==> src/rtl/regfile_wr_arbiter.sv <==
// regfile_wr_arbiter
//
// Purpose:
//   Shares the single register-file write port between NUM_REQ producers (ALU result,
//   mux path, memory-load return, ...). Arbitration is round-robin with a valid/ready
//   handshake. A requester can hold its grant over a multi-word burst by asserting its
//   lock bit, for at most LOCK_MAX consecutive grants. The write port is driven from
//   registers, so a handshake at edge t produces the write during cycle t+1.
//
// Configuration:
//   REGFILE_WR_R0_DISCARD_EN  when defined, a handshake that targets register 0 completes
//                             normally (ready, pointer and FSM update) but does not raise
//                             the write enable, because register 0 is hard-wired to zero.
//                             When undefined, register 0 is written like any other.
//
// Ports:
//   CLK_I           in   clock, all state updates on the rising edge
//   RST_I           in   synchronous reset, active-high; also gates REQ_READY_O to 0
//   EN_I            in   global enable; 0 stalls arbitration and holds all state
//   REQ_VALID_I     in   per-requester write request
//   REQ_LOCK_I      in   per-requester "keep my grant for the next beat"
//   REQ_ADDR_I      in   flattened addresses, requester i at [i*AW +: AW]
//   REQ_DATA_I      in   flattened data, requester i at [i*DW +: DW]
//   REQ_READY_O     out  one-hot grant (combinational); handshake = VALID & READY
//   WR_PORT_EN_O    out  register-file write enable (single-cycle pulse per beat)
//   WR_PORT_ADDR_O  out  register-file write address
//   WR_PORT_DATA_O  out  register-file write data
//   LOCKED_O        out  arbiter is holding the grant for a burst owner
//   OWNER_O         out  index of the current / most recently granted requester

module regfile_wr_arbiter #(
    parameter int unsigned NUM_REQ            = 3,
    parameter int unsigned REGFILE_ADDR_WIDTH = 4,
    parameter int unsigned DATA_WIDTH         = 32,
    parameter int unsigned LOCK_MAX           = 8,
    parameter int unsigned LOCK_CNT_WIDTH     = 4,
    localparam int unsigned OWNER_WIDTH       = (NUM_REQ > 1) ? $clog2(NUM_REQ) : 1
) (
    input  logic                                  CLK_I,
    input  logic                                  RST_I,
    input  logic                                  EN_I,
    input  logic [NUM_REQ-1:0]                    REQ_VALID_I,
    input  logic [NUM_REQ-1:0]                    REQ_LOCK_I,
    input  logic [NUM_REQ*REGFILE_ADDR_WIDTH-1:0] REQ_ADDR_I,
    input  logic [NUM_REQ*DATA_WIDTH-1:0]         REQ_DATA_I,
    output logic [NUM_REQ-1:0]                    REQ_READY_O,
    output logic                                  WR_PORT_EN_O,
    output logic [REGFILE_ADDR_WIDTH-1:0]         WR_PORT_ADDR_O,
    output logic [DATA_WIDTH-1:0]                 WR_PORT_DATA_O,
    output logic                                  LOCKED_O,
    output logic [OWNER_WIDTH-1:0]                OWNER_O
);

    typedef enum logic [0:0] {
        StArb,
        StLocked
    } state_e;

    localparam logic [LOCK_CNT_WIDTH:0] LockMaxC = (LOCK_CNT_WIDTH + 1)'(LOCK_MAX);

    // State
    state_e                          state_q, state_d;
    logic [OWNER_WIDTH-1:0]          rr_ptr_q, rr_ptr_d;
    logic [OWNER_WIDTH-1:0]          owner_q, owner_d;
    logic [LOCK_CNT_WIDTH-1:0]       lock_cnt_q, lock_cnt_d;
    logic                            wr_en_q, wr_en_d;
    logic [REGFILE_ADDR_WIDTH-1:0]   wr_addr_q, wr_addr_d;
    logic [DATA_WIDTH-1:0]           wr_data_q, wr_data_d;

    // Arbitration results
    logic [NUM_REQ-1:0]              grant;
    logic [OWNER_WIDTH-1:0]          grant_idx;
    logic                            found;
    logic [REGFILE_ADDR_WIDTH-1:0]   sel_addr;
    logic [DATA_WIDTH-1:0]           sel_data;
    logic [LOCK_CNT_WIDTH:0]         lock_cnt_inc;

    // (base + off) mod NUM_REQ, valid for base < NUM_REQ and off <= NUM_REQ.
    function automatic logic [OWNER_WIDTH-1:0] wrap_add(input logic [OWNER_WIDTH-1:0] base,
                                                        input int unsigned            off);
        int unsigned sum;
        sum = 32'(base) + off;
        if (sum >= NUM_REQ) begin
            sum = sum - NUM_REQ;
        end
        return sum[OWNER_WIDTH-1:0];
    endfunction

    // Grant selection. Reset and the global enable gate every grant, so nothing
    // downstream has to qualify REQ_READY_O.
    always_comb begin
        grant     = '0;
        grant_idx = '0;
        found     = 1'b0;
        if (!RST_I && EN_I) begin
            if (state_q == StLocked) begin
                // Burst owner only; an idle owner still blocks everyone else.
                if (REQ_VALID_I[owner_q]) begin
                    grant_idx = owner_q;
                    found     = 1'b1;
                end
            end else begin
                for (int unsigned k = 0; k < NUM_REQ; k++) begin
                    if (!found && REQ_VALID_I[wrap_add(rr_ptr_q, k)]) begin
                        grant_idx = wrap_add(rr_ptr_q, k);
                        found     = 1'b1;
                    end
                end
            end
            if (found) begin
                grant[grant_idx] = 1'b1;
            end
        end
    end

    // Payload of the granted requester.
    always_comb begin
        sel_addr = REQ_ADDR_I[32'(grant_idx) * REGFILE_ADDR_WIDTH +: REGFILE_ADDR_WIDTH];
        sel_data = REQ_DATA_I[32'(grant_idx) * DATA_WIDTH +: DATA_WIDTH];
    end

    assign lock_cnt_inc = {1'b0, lock_cnt_q} + 1'b1;

    // Next-state logic. A grant always completes a handshake because a grant is only
    // issued to a requester that is currently valid.
    always_comb begin
        state_d    = state_q;
        rr_ptr_d   = rr_ptr_q;
        owner_d    = owner_q;
        lock_cnt_d = lock_cnt_q;
        wr_en_d    = 1'b0;
        wr_addr_d  = wr_addr_q;
        wr_data_d  = wr_data_q;

        if (found) begin
            wr_addr_d = sel_addr;
            wr_data_d = sel_data;
`ifdef REGFILE_WR_R0_DISCARD_EN
            // Register 0 reads as zero; the beat is consumed but not written.
            wr_en_d   = (sel_addr != '0);
`else
            wr_en_d   = 1'b1;
`endif
            // Pointer moves past the winner even inside a burst, so a forced
            // release hands the port to the next requester in line.
            rr_ptr_d  = wrap_add(grant_idx, 1);
            owner_d   = grant_idx;

            case (state_q)
                StArb: begin
                    if (REQ_LOCK_I[grant_idx] && (LOCK_MAX > 1)) begin
                        state_d    = StLocked;
                        lock_cnt_d = LOCK_CNT_WIDTH'(1);
                    end
                end
                StLocked: begin
                    if (!REQ_LOCK_I[grant_idx]) begin
                        state_d    = StArb;
                        lock_cnt_d = '0;
                    end else if (lock_cnt_inc >= LockMaxC) begin
                        state_d    = StArb;
                        lock_cnt_d = '0;
                    end else begin
                        lock_cnt_d = lock_cnt_inc[LOCK_CNT_WIDTH-1:0];
                    end
                end
                default: begin
                    state_d = StArb;
                end
            endcase
        end
    end

    always_ff @(posedge CLK_I) begin
        if (RST_I) begin
            state_q    <= StArb;
            rr_ptr_q   <= '0;
            owner_q    <= '0;
            lock_cnt_q <= '0;
            wr_en_q    <= 1'b0;
            wr_addr_q  <= '0;
            wr_data_q  <= '0;
        end else begin
            state_q    <= state_d;
            rr_ptr_q   <= rr_ptr_d;
            owner_q    <= owner_d;
            lock_cnt_q <= lock_cnt_d;
            wr_en_q    <= wr_en_d;
            wr_addr_q  <= wr_addr_d;
            wr_data_q  <= wr_data_d;
        end
    end

    assign REQ_READY_O    = grant;
    assign WR_PORT_EN_O   = wr_en_q;
    assign WR_PORT_ADDR_O = wr_addr_q;
    assign WR_PORT_DATA_O = wr_data_q;
    assign LOCKED_O       = (state_q == StLocked);
    assign OWNER_O        = owner_q;

endmodule

==> config.mk <==
export PLATFORM = sky130hd
export DESIGN_NAME = regfile_wr_arbiter
export DESIGN_NICKNAME = d
export VERILOG_FILES = /design/src/rtl/regfile_wr_arbiter.sv
export SDC_FILE = /design/constraint.sdc
export NUM_CORES = 1
export LEC_CHECK = 0
export BUFFER_PORTS_ARGS = -buffer_cell sky130_fd_sc_hd__buf_4
export CAP_MARGIN = 30
export CORE_MARGIN = 4
export CORE_UTILIZATION = 45
export DETAILED_ROUTE_END_ITERATION = 16
export GPL_TIMING_DRIVEN = 0
export MAX_ROUTING_LAYER = met4
export PLACE_DENSITY_LB_ADDON = 0.15
export SETUP_SLACK_MARGIN = 0.4
export SYNTH_ARGS = -nofsm -noshare
export SYNTH_HDL_FRONTEND = slang
export SYNTH_SLANG_ARGS = --single-unit
export TNS_END_PERCENT = 1
==> constraint.sdc <==
create_clock -name CLK_I -period 3.5 [get_ports CLK_I]
set_clock_uncertainty 0.15 [all_clocks]
set_input_delay 0.525 -clock CLK_I [delete_from_list [all_inputs] [get_ports CLK_I]]
set_output_delay 0.525 -clock CLK_I [all_outputs]
set_load 0.01 [all_outputs]
Yosys cells after proc, flatten, opt, wreduce, memory -nomap -nowiden

Index checks and enable logic that the tools add are counted.

$add $sub $neg: 8
Magnitude comparators: 12
Eq/ne operators: 1
Shift-type cells: 2
Multiplexer cells: 51
Bitwise logic cells: 1
Reductions and logical operators: 8

Operators by type and width:

| kind                  | number |
|---|---|
| $shiftx A96 B8 Y32    | 1 |
| $mux W2               | 17 |
| $mux W1               | 21 |
| $lt A2 B3 Y1 const B  | 6 |
| $mux W4               | 3 |
| $shiftx A12 B5 Y4     | 1 |
| $bmux W1 S2           | 5 |
| $ge A3 B2 Y1 const B  | 3 |
| $pmux W4 S2           | 1 |
| $sub A2 B2 Y2 const B | 4 |
| $add A2 B1 Y3 const B | 2 |
| $mux W3               | 2 |
| $add A4 B1 Y5 const B | 1 |
| $ge A5 B4 Y1 const B  | 1 |
| $logic_and A1 B1 Y1   | 4 |
| $add A2 B2 Y3 const B | 1 |
| $logic_not A1 Y1      | 3 |
| $demux W1 S2          | 1 |
| $ge A2 B1 Y1 const B  | 1 |
| $ge A2 B2 Y1 const B  | 1 |
| $ne A2 B2 Y1 const B  | 1 |
| $pmux W1 S2           | 1 |
| $reduce_and A2 Y1     | 1 |
| $not A1 Y1            | 1 |

Flip-flop bits (word level): 46
Bits of input ports: 117
Output and inout port bits: 43
Word-level logic and storage cells: 90

Logic depth before layout (Yosys ltp)

Gate-level depths: netlist (run 1).

Depth after elaboration: 25
Mapped depth: 12
Gate-level depth less buffers: 10

Least setup slack after synthesis (run 1)

OpenSTA, ideal clock, no wires.

Kind: flip-flop to output port
From: register rr_ptr_q[0]
To: output REQ_READY_O[0]
Data arrival time: 2.098 ns
Data required time: 2.825 ns
Slack: 0.727 ns
Cell stages (with the launch flop): 10
Path buffers: 2
Path through: dfxtp_1 inv_1 ha_1 nor2b_1 o221ai_1 a31o_2 buf_2 buf_1 nand2_1 a21oi_1

Word-level cells in the longest chain between the ends: 25
Elaborated cells on any way between the ends: 48
Those cells by class: 5 x add/sub; 5 x order compare; 33 x mux; 5 x reduce/logical

Ends and longest elaborated chain:

| item                                                               | line   | text |
|---|---|---|
| start: declaration                                                 | 63     | `logic [OWNER_WIDTH-1:0] rr_ptr_q, rr_ptr_d;` |
| start signal: assignment                                           | 185    | `rr_ptr_q <= rr_ptr_d;` |
| $sub A2 B2 Y2 or $ge A2 B2 Y1 (tied branches)                      | 84, 83 |  |
| $mux W2                                                            | 83     | `if (sum >= NUM_REQ) begin` |
| $mux W2                                                            | 96     | `if (state_q == StLocked) begin` |
| $mux W2                                                            | 95     | `if (!RST_I && EN_I) begin` |
| $bmux W1 S2                                                        | 104    | `if (!found && REQ_VALID_I[wrap_add(rr_ptr_q, k)]) begin` |
| $mux W1 (not written as such)                                      | 104    |  |
| $mux W1                                                            | 104    |  |
| $mux W1                                                            | 96     |  |
| [... 9 more ...]                                                   | n/a    |  |
| $mux W2                                                            | 96     |  |
| $mux W2                                                            | 95     |  |
| $lt A2 B3 Y1 (not written as such) or $ge A2 B1 Y1 (tied branches) | 111    | `grant[grant_idx] = 1'b1;` |
| $logic_and A1 B1 Y1 (not written as such)                          | 111    |  |
| $mux W1 (not written as such)                                      | 111    |  |
| $demux W1 S2                                                       | 111    |  |
| $mux W3 (*)                                                        | 110    | `if (found) begin` |
| $mux W3 (*)                                                        | 95     |  |
| end: declaration                                                   | 46     | `output logic [NUM_REQ-1:0] REQ_READY_O,` |

Mark *: on every way between the ends. The rest lies on a longest branch, timed or not. The select of a mux whose other input is x is not followed.

Final worst setup path (run 1)

From: register rr_ptr_q[1]
To: output REQ_READY_O[0]

Same word-level chain as after synthesis.

==> results of run 1 <==
## metal layers
| metal | vias to the layer above | track usage (%) | routed length, um | part of all wire (%) |
|---|---|---|---|---|
| met5 | - | - | 0 | 0 |
| met4 | 0 | 8.796 | 155 | 1.6 |
| met3 | 17 | 5.253 | 803 | 8.3 |
| met2 | 131 | 38.91 | 4750 | 49 |
| met1 | 1466 | 30.56 | 3924 | 41 |
| li1 | 1592 | - | - | - |
## area by class of cell
| cell class | count | area (sq um) |
|---|---|---|
| clock inverter | 1 | 5.005 |
| timing repair buffer | 165 | 1239 |
| sequential | 46 | 923.4 |
| buffer | 26 | 165.2 |
| multi-input combinational | 267 | 1917 |
| inverter | 7 | 26.28 |
| clock buffer | 7 | 86.33 |
| fill | 552 | 1928 |
| tap | 77 | 96.34 |
## power groups by stage
stage / clock network [uW] / logic, uW / registers [uW]
global route: 363 / 807 / 664
CTS: 344 / 721 / 654
floorplan: 0 / 348 / 691
finish: 336 / 741 / 655
detailed placement: 0 / 702 / 663
global placement: 0 / 689 / 660
## stage by stage
stage                     cell area [sq um]  power [uW]
after floorplan                        2972        1039
after global placement                 4254        1349
after detailed placement               4254        1365
after CTS                              4402        1719
after global routing                   4458        1835
final                                  4458        1731
## critical path, delay by kind of cell (launching register included)
family / cells / cell delay, ns
AND/OR/NAND/NOR: 3 / 0.74
adder cells (fa/ha/maj): 1 / 0.19
buffers and inverters: 3 / 0.35
flip-flops: 1 / 0.36
multiplexers: 1 / 0.24
AO/OA/AOI/OAI: 2 / 0.15
## cell families after synthesis
family | count (synthesis) | share of synthesized area [%]
DFF | 46 | 30.99
adders and majority gates | 6 | 2.526
muxes | 43 | 14.53
AOI/OAI and AO/OA | 75 | 20.93
buffers and inverters | 33 | 5.978
and+or+nand+nor | 143 | 25.05
## timing repair
action,CTS,global route
gates resized for setup,10,5
hold buffers,0,0
setup buffers,2,5
cloned,0,0
pin swaps,1,1
endpoints found under the setup margin,2,2
## synthesized netlist by cell type, drive strengths merged
cell type / instances / share of area [%]
nor2b: 3 / 0.63
o21a: 2 / 0.51
a32oi: 1 / 0.55
o21ai: 10 / 1.8
a221oi: 3 / 1.9
dfxtp: 46 / 31
o211a: 1 / 0.34
nand3b: 40 / 10
nor2: 44 / 5.6
a21o: 2 / 0.51
a2bb2oi: 1 / 0.29
and3: 3 / 0.63
a21boi: 3 / 0.76
o221ai: 1 / 0.29
mux2: 1 / 0.38
ha: 6 / 2.5
a31o: 2 / 0.59
a211o: 37 / 11
and2: 3 / 0.63
nand3: 4 / 1.1
mux2i: 42 / 14
buf: 11 / 3.2
nor3b: 1 / 0.42
inv: 7 / 0.88
a21oi: 8 / 1.3
nand2: 43 / 5.4
clkbuf: 15 / 1.9
nor3: 1 / 0.17
o211ai: 1 / 0.25
o2111ai: 3 / 0.88
or4: 1 / 0.38
## sequential cells by signal, indices dropped and copies added, names as in the netlist
register and count:
lock_cnt_q 4, WR_PORT_ADDR_O 4, LOCKED_O 1, rr_ptr_q 2
OWNER_O 2, WR_PORT_DATA_O 32, WR_PORT_EN_O 1
## final timing paths
kind,from,endpoint,depth (start not counted)
worst max-delay path,rr_ptr_q[1]$_SDFFE_PP0P_,REQ_READY_O[0],10
worst min-delay path,WR_PORT_DATA_O[6]$_SDFFE_PP0P_,WR_PORT_DATA_O[6]$_SDFFE_PP0P_,2
worst max register to register,rr_ptr_q[0]$_SDFFE_PP0P_,LOCKED_O$_SDFFE_PP0P_,12
worst min register to register,WR_PORT_DATA_O[6]$_SDFFE_PP0P_,WR_PORT_DATA_O[6]$_SDFFE_PP0P_,2
==> results.md, run 1 <==
- Sink Count: between 40 and 50
- Yosys cell types: 41
- YS warnings: 0
- DP Wirelength: approximately 7300 um
- DRT antenna net count: 0
- Peak supply drop: 0.2416 mV
- Startpoint Class: register
- First drt pass iteration count: 5
- Final wirelength: between 9000 and 10000 um
- Internal power: between 1000 and 1500 uW
- Diodes inserted: 0
- Outcome: finished, final reports clean
- Setup ws final: 0.4831 ns
- Port buffer count: around 160
- CP endpoint kind: output pin
- CTS Buf Count: 5
- CTS Buffer Depth: 2
- Crit Path Category: register to output pin
- Fmax: between 300 and 400 MHz
- CP max stage delay: 0.53 ns
- Max-Slew Margin vs Limit: between 60% and 70%
- Most common cell after layout, fill and taps aside: buf_4
- GRT Total Usage: 24.46%
- Tightest Pin Transition: between 0.5 and 0.6 ns
- Switching Fraction: 34.44%
- Die span in y: just under 90 um
- Clock transition at the registers of the reported paths: about 0.08 ns
- Most frequent cells in the layout: 167 x buf_4, 44 x dfxtp_1, 44 x nor2_1
- Final setup vio count: 0
- Power share of the sequential group: a little under two fifths
- Tmin final: 3.017 ns
- Drt via density: between 5 and 6
- Slowest cell on crit path: or4_4
- Antenna violations before repair: 0
- Synth Register Bits: 46
- Die X: 89.26 um
- Initial Utilization: a little under half
- Combinational Power Share: between 40% and 50%
- Worst-Skew Late Latency: ~0.3 ns
- TritonCTS clock tree: yes
- Htree depth: 2
- Placement Setup Slack: 0.1789 ns
- First-pass GRT wire length: between 10000 and 15000 um
- Worst EP arrival: 2.34 ns
- Share of layout cells above drive strength 1: between 30% and 40%
- Nets: ~640
- Part of the Yosys area used for sequential elements: between 30 and 40%
- RD Place Congestion: around 0.87
- Area Overhead vs Synth: 50.02%
- Grt total ovfl: 0
- Final core utilization: a little over two thirds
- 1st-iter DRT viols: around 130
- Setup TNS: 0 ns
- Drt drc: 0
- Static Leak: between 0.002 and 0.0025 uW
- Max-cap violation count: 0
- Tcrit/Tclk final: a little under nine tenths
- WL/cell: 16.16 um
- Largest net degree at the start of global routing: 14
- Dpl cells: between 500 and 600
- Hold slack: roughly 0.32 ns
- DR vias: 3206
- Post-Syn Instances: 346
- Reg-to-reg slack, setup: 0.71 ns
- Final max-slew violation count: 0
- Post-synth net total: between 400 and 500
- Vias in the first global route: between 3k and 4k
- Hold Vio Cnt, Final: 0
- PD cells: ~390 mW/mm^2
- Crit path max fanout: 6
- RSZ-0062 raised after global routing: false
- Core box area: 0.006386 sq mm
- Root buf cell: clkbuf_8
- Row cnt: 29
- Hold WC Path Type: register to register
- I/O pins: between 150 and 200
- Clock power share: around a fifth
- CP Data Required Time: 2.82 ns
- Die area: 0.007967 sq mm
- Final Non-Filler Cells: 596
- Syn Area/Cell: between 8 and 9 sq um
- Switching pwr: approximately 600 uW
- CP cell instances: inv_1 -> ha_4 -> mux2i_2 -> o21ai_1 -> or4_4 -> nand3_4 -> inv_2 -> nand2_2 -> a21oi_1 -> buf_4
- Mapped cell area: around 0.0030 sq mm
No activity file was read; power rests on OpenSTA's default activity.
==> inputs of run 2 (changes only) <==
- CTS_BUF_LIST: unset -> sky130_fd_sc_hd__clkbuf_8
==> run 2 against run 1 <==
  * Die area unchanged
  * Critical path type unchanged
  * Register-to-register slack about the same
  * Sequential share of layout area unchanged
  * Highest routed layer unchanged
  * Worst setup slack about the same
==> results.md, run 2 (synthesis results as in run 1) <==
- Outcome: finished, final reports clean
- Final setup vio count: 0
- GRT Total Usage: about a quarter
- Vias in the first global route: roughly 3.2k
- TritonCTS clock tree: yes
- CP endpoint kind: output pin
- First-pass GRT wire length: 14740 um
- Slowest cell on crit path: or4_4
- Setup ws final: 0.4830 ns
- 1st-iter DRT viols: roughly 130
- Hold Vio Cnt, Final: 0
- Buf+Inv Stages, Crit Path: 3
- Hold slack: around 0.32 ns
- Worst-Skew Late Latency: 0.30 ns
- Drt via density: 5.378
- Area Overhead vs Synth: 50.02%
- Setup TNS: 0 ns
- Final wirelength: between 9000 and 10000 um
- Reg-to-reg slack, setup: about 0.7 ns
- First drt pass iteration count: 5
- Die span in y: 89.26 um
- Share of layout cells above drive strength 1: 38.92%
- Sink Count: 46
- PD cells: roughly 390 mW/mm^2
- RR Endpoint: LOCKED_O$_SDFFE_PP0P_
- Most frequent cells in the layout: 167 x buf_4, 44 x dfxtp_1, 44 x nor2_1
- Hold Crit Depth: 2
- CTS Buf Count: 5
- Crit path max fanout: 6
- Placement Setup Slack: ~0.18 ns
- Diodes inserted: 0
- DR vias: between 3k and 4k
- Min-delay src: WR_PORT_DATA_O[6]$_SDFFE_PP0P_
- Grt total ovfl: 0
- Core box area: between 0.006 and 0.007 sq mm
- R2R Path Start: rr_ptr_q[0]$_SDFFE_PP0P_
- Nets: between 600 and 700
- Largest net degree at the start of global routing: 14
- Most common cell after layout, fill and taps aside: buf_4
- DRT antenna net count: 0
- Largest delay share family, worst path: simple AND/OR/NAND/NOR gates
- Antenna violations before repair: 0
- Die area: approximately 0.008 sq mm
- Root buf cell: clkbuf_8
- Max-cap violation count: 0
- Drt drc: 0
- Row cnt: 29
- Worst r2r path cells: 12
- Tmin final: approximately 3 ns
- Max-Slew Margin vs Limit: about two thirds
- Tightest Pin Transition: approximately 0.52 ns
- Startpoint Class: register
- Initial Utilization: a little under half
- Post-CTS Hold Buffers: 0
- Post-Place Cell Area: 0.004254 sq mm
- Peak supply drop: roughly 0.24 mV
- CP max stage delay: 0.53 ns
- Die X: just under 90 um
- WL/cell: 16.17 um
- RSZ-0062 raised after global routing: false
- Number of flip-flops in the largest register: 32
- Crit Path Category: register to output pin
- Htree depth: 2
- Post-route design area: approximately 0.0045 sq mm
- Tcrit/Tclk final: 86.20%
- Min-Delay Endpoint: WR_PORT_DATA_O[6]$_SDFFE_PP0P_
- CP Data Required Time: 2.82 ns
- Final core utilization: ~70%
- Fillers: 552
- CP cell instances: inv_1 -> ha_4 -> mux2i_2 -> o21ai_1 -> or4_4 -> nand3_4 -> inv_2 -> nand2_2 -> a21oi_1 -> buf_4
- CTS Buffer Depth: 2
- Final max-slew violation count: 0
- Hold WC Path Type: register to register
- Port buffer count: around 160
- Fmax: 331.5 MHz
- RD Place Congestion: 0.8661
- Worst EP arrival: around 2.3 ns
- DP Wirelength: 7308 um
- I/O pins: 160
- Clock transition at the registers of the reported paths: approximately 0.08 ns
- Static Leak: around 0.0024 uW
## run 2: worst register-to-register path: cells and delay by family (launching register included)
| kind | cells | cell delay (ns) |
|---|---|---|
| fa+ha+maj | 1 | 0.31 |
| flops | 1 | 0.39 |
| simple gates | 2 | 0.35 |
| compound gates | 5 | 0.98 |
| buf+inv | 4 | 0.55 |
## run 2: area by class of cell
cell class	instances	area (sq um)	share of cell area [%]
flip-flops and latches	46	923.4	20.71
repair buffers	165	1239	27.79
inverters	7	26.28	0.5894
well taps	77	96.34	2.161
plain buffers	26	165.2	3.705
clock inverters	2	8.758	0.1965
multi-input cells	267	1917	43.00
clock buffers	6	82.58	1.852
## run 2: how the worst max path moves through the flow
stage,from,end,slack (ns),cells past startpoint
2_1_floorplan,rr_ptr_q[0]$_SDFFE_PP0P_,REQ_READY_O[0],0.73,9
3_3_place_gp,rr_ptr_q[0]$_SDFFE_PP0P_,REQ_READY_O[0],0.23,10
3_5_place_dp,rr_ptr_q[0]$_SDFFE_PP0P_,REQ_READY_O[0],0.18,10
4_1_cts,rr_ptr_q[1]$_SDFFE_PP0P_,REQ_READY_O[0],0.41,10
5_1_grt,rr_ptr_q[1]$_SDFFE_PP0P_,REQ_READY_O[0],0.39,10
6_report,rr_ptr_q[1]$_SDFFE_PP0P_,REQ_READY_O[0],0.48,10
## run 2: stage by stage
step / power [uW] / cells
6_report: 1728 / 596
5_1_grt: 1832 / 596
4_1_cts: 1715 / 591
3_5_place_dp: 1365 / 581
3_3_place_gp: 1349 / 581
2_1_floorplan: 1039 / 346
## run 2: repair_timing
item,in CTS,in global routing
pin swaps,1,1
endpoints found under the setup margin,2,2
setup buffers,2,5
endpoints found under the hold margin,0,0
resized for setup,10,5
## run 2: layer usage
layer	wire length [um]	global-route usage [%]	vias up
li1	-	-	1591
met4	155	8.796	0
met3	803	5.253	17
met1	3926	30.56	1466
met5	0	-	-
met2	4750	38.91	131
## run 2: power by group
group / total, uW / switching (uW) / internal [uW] / leakage (uW)
Sequential: 655 / 51.4 / 603 / 0.000380
Combinational: 741 / 369 / 372 / 0.00195
Clock: 333 / 176 / 157 / 0.0000524
Total: 1730 / 597 / 1130 / 0.00239
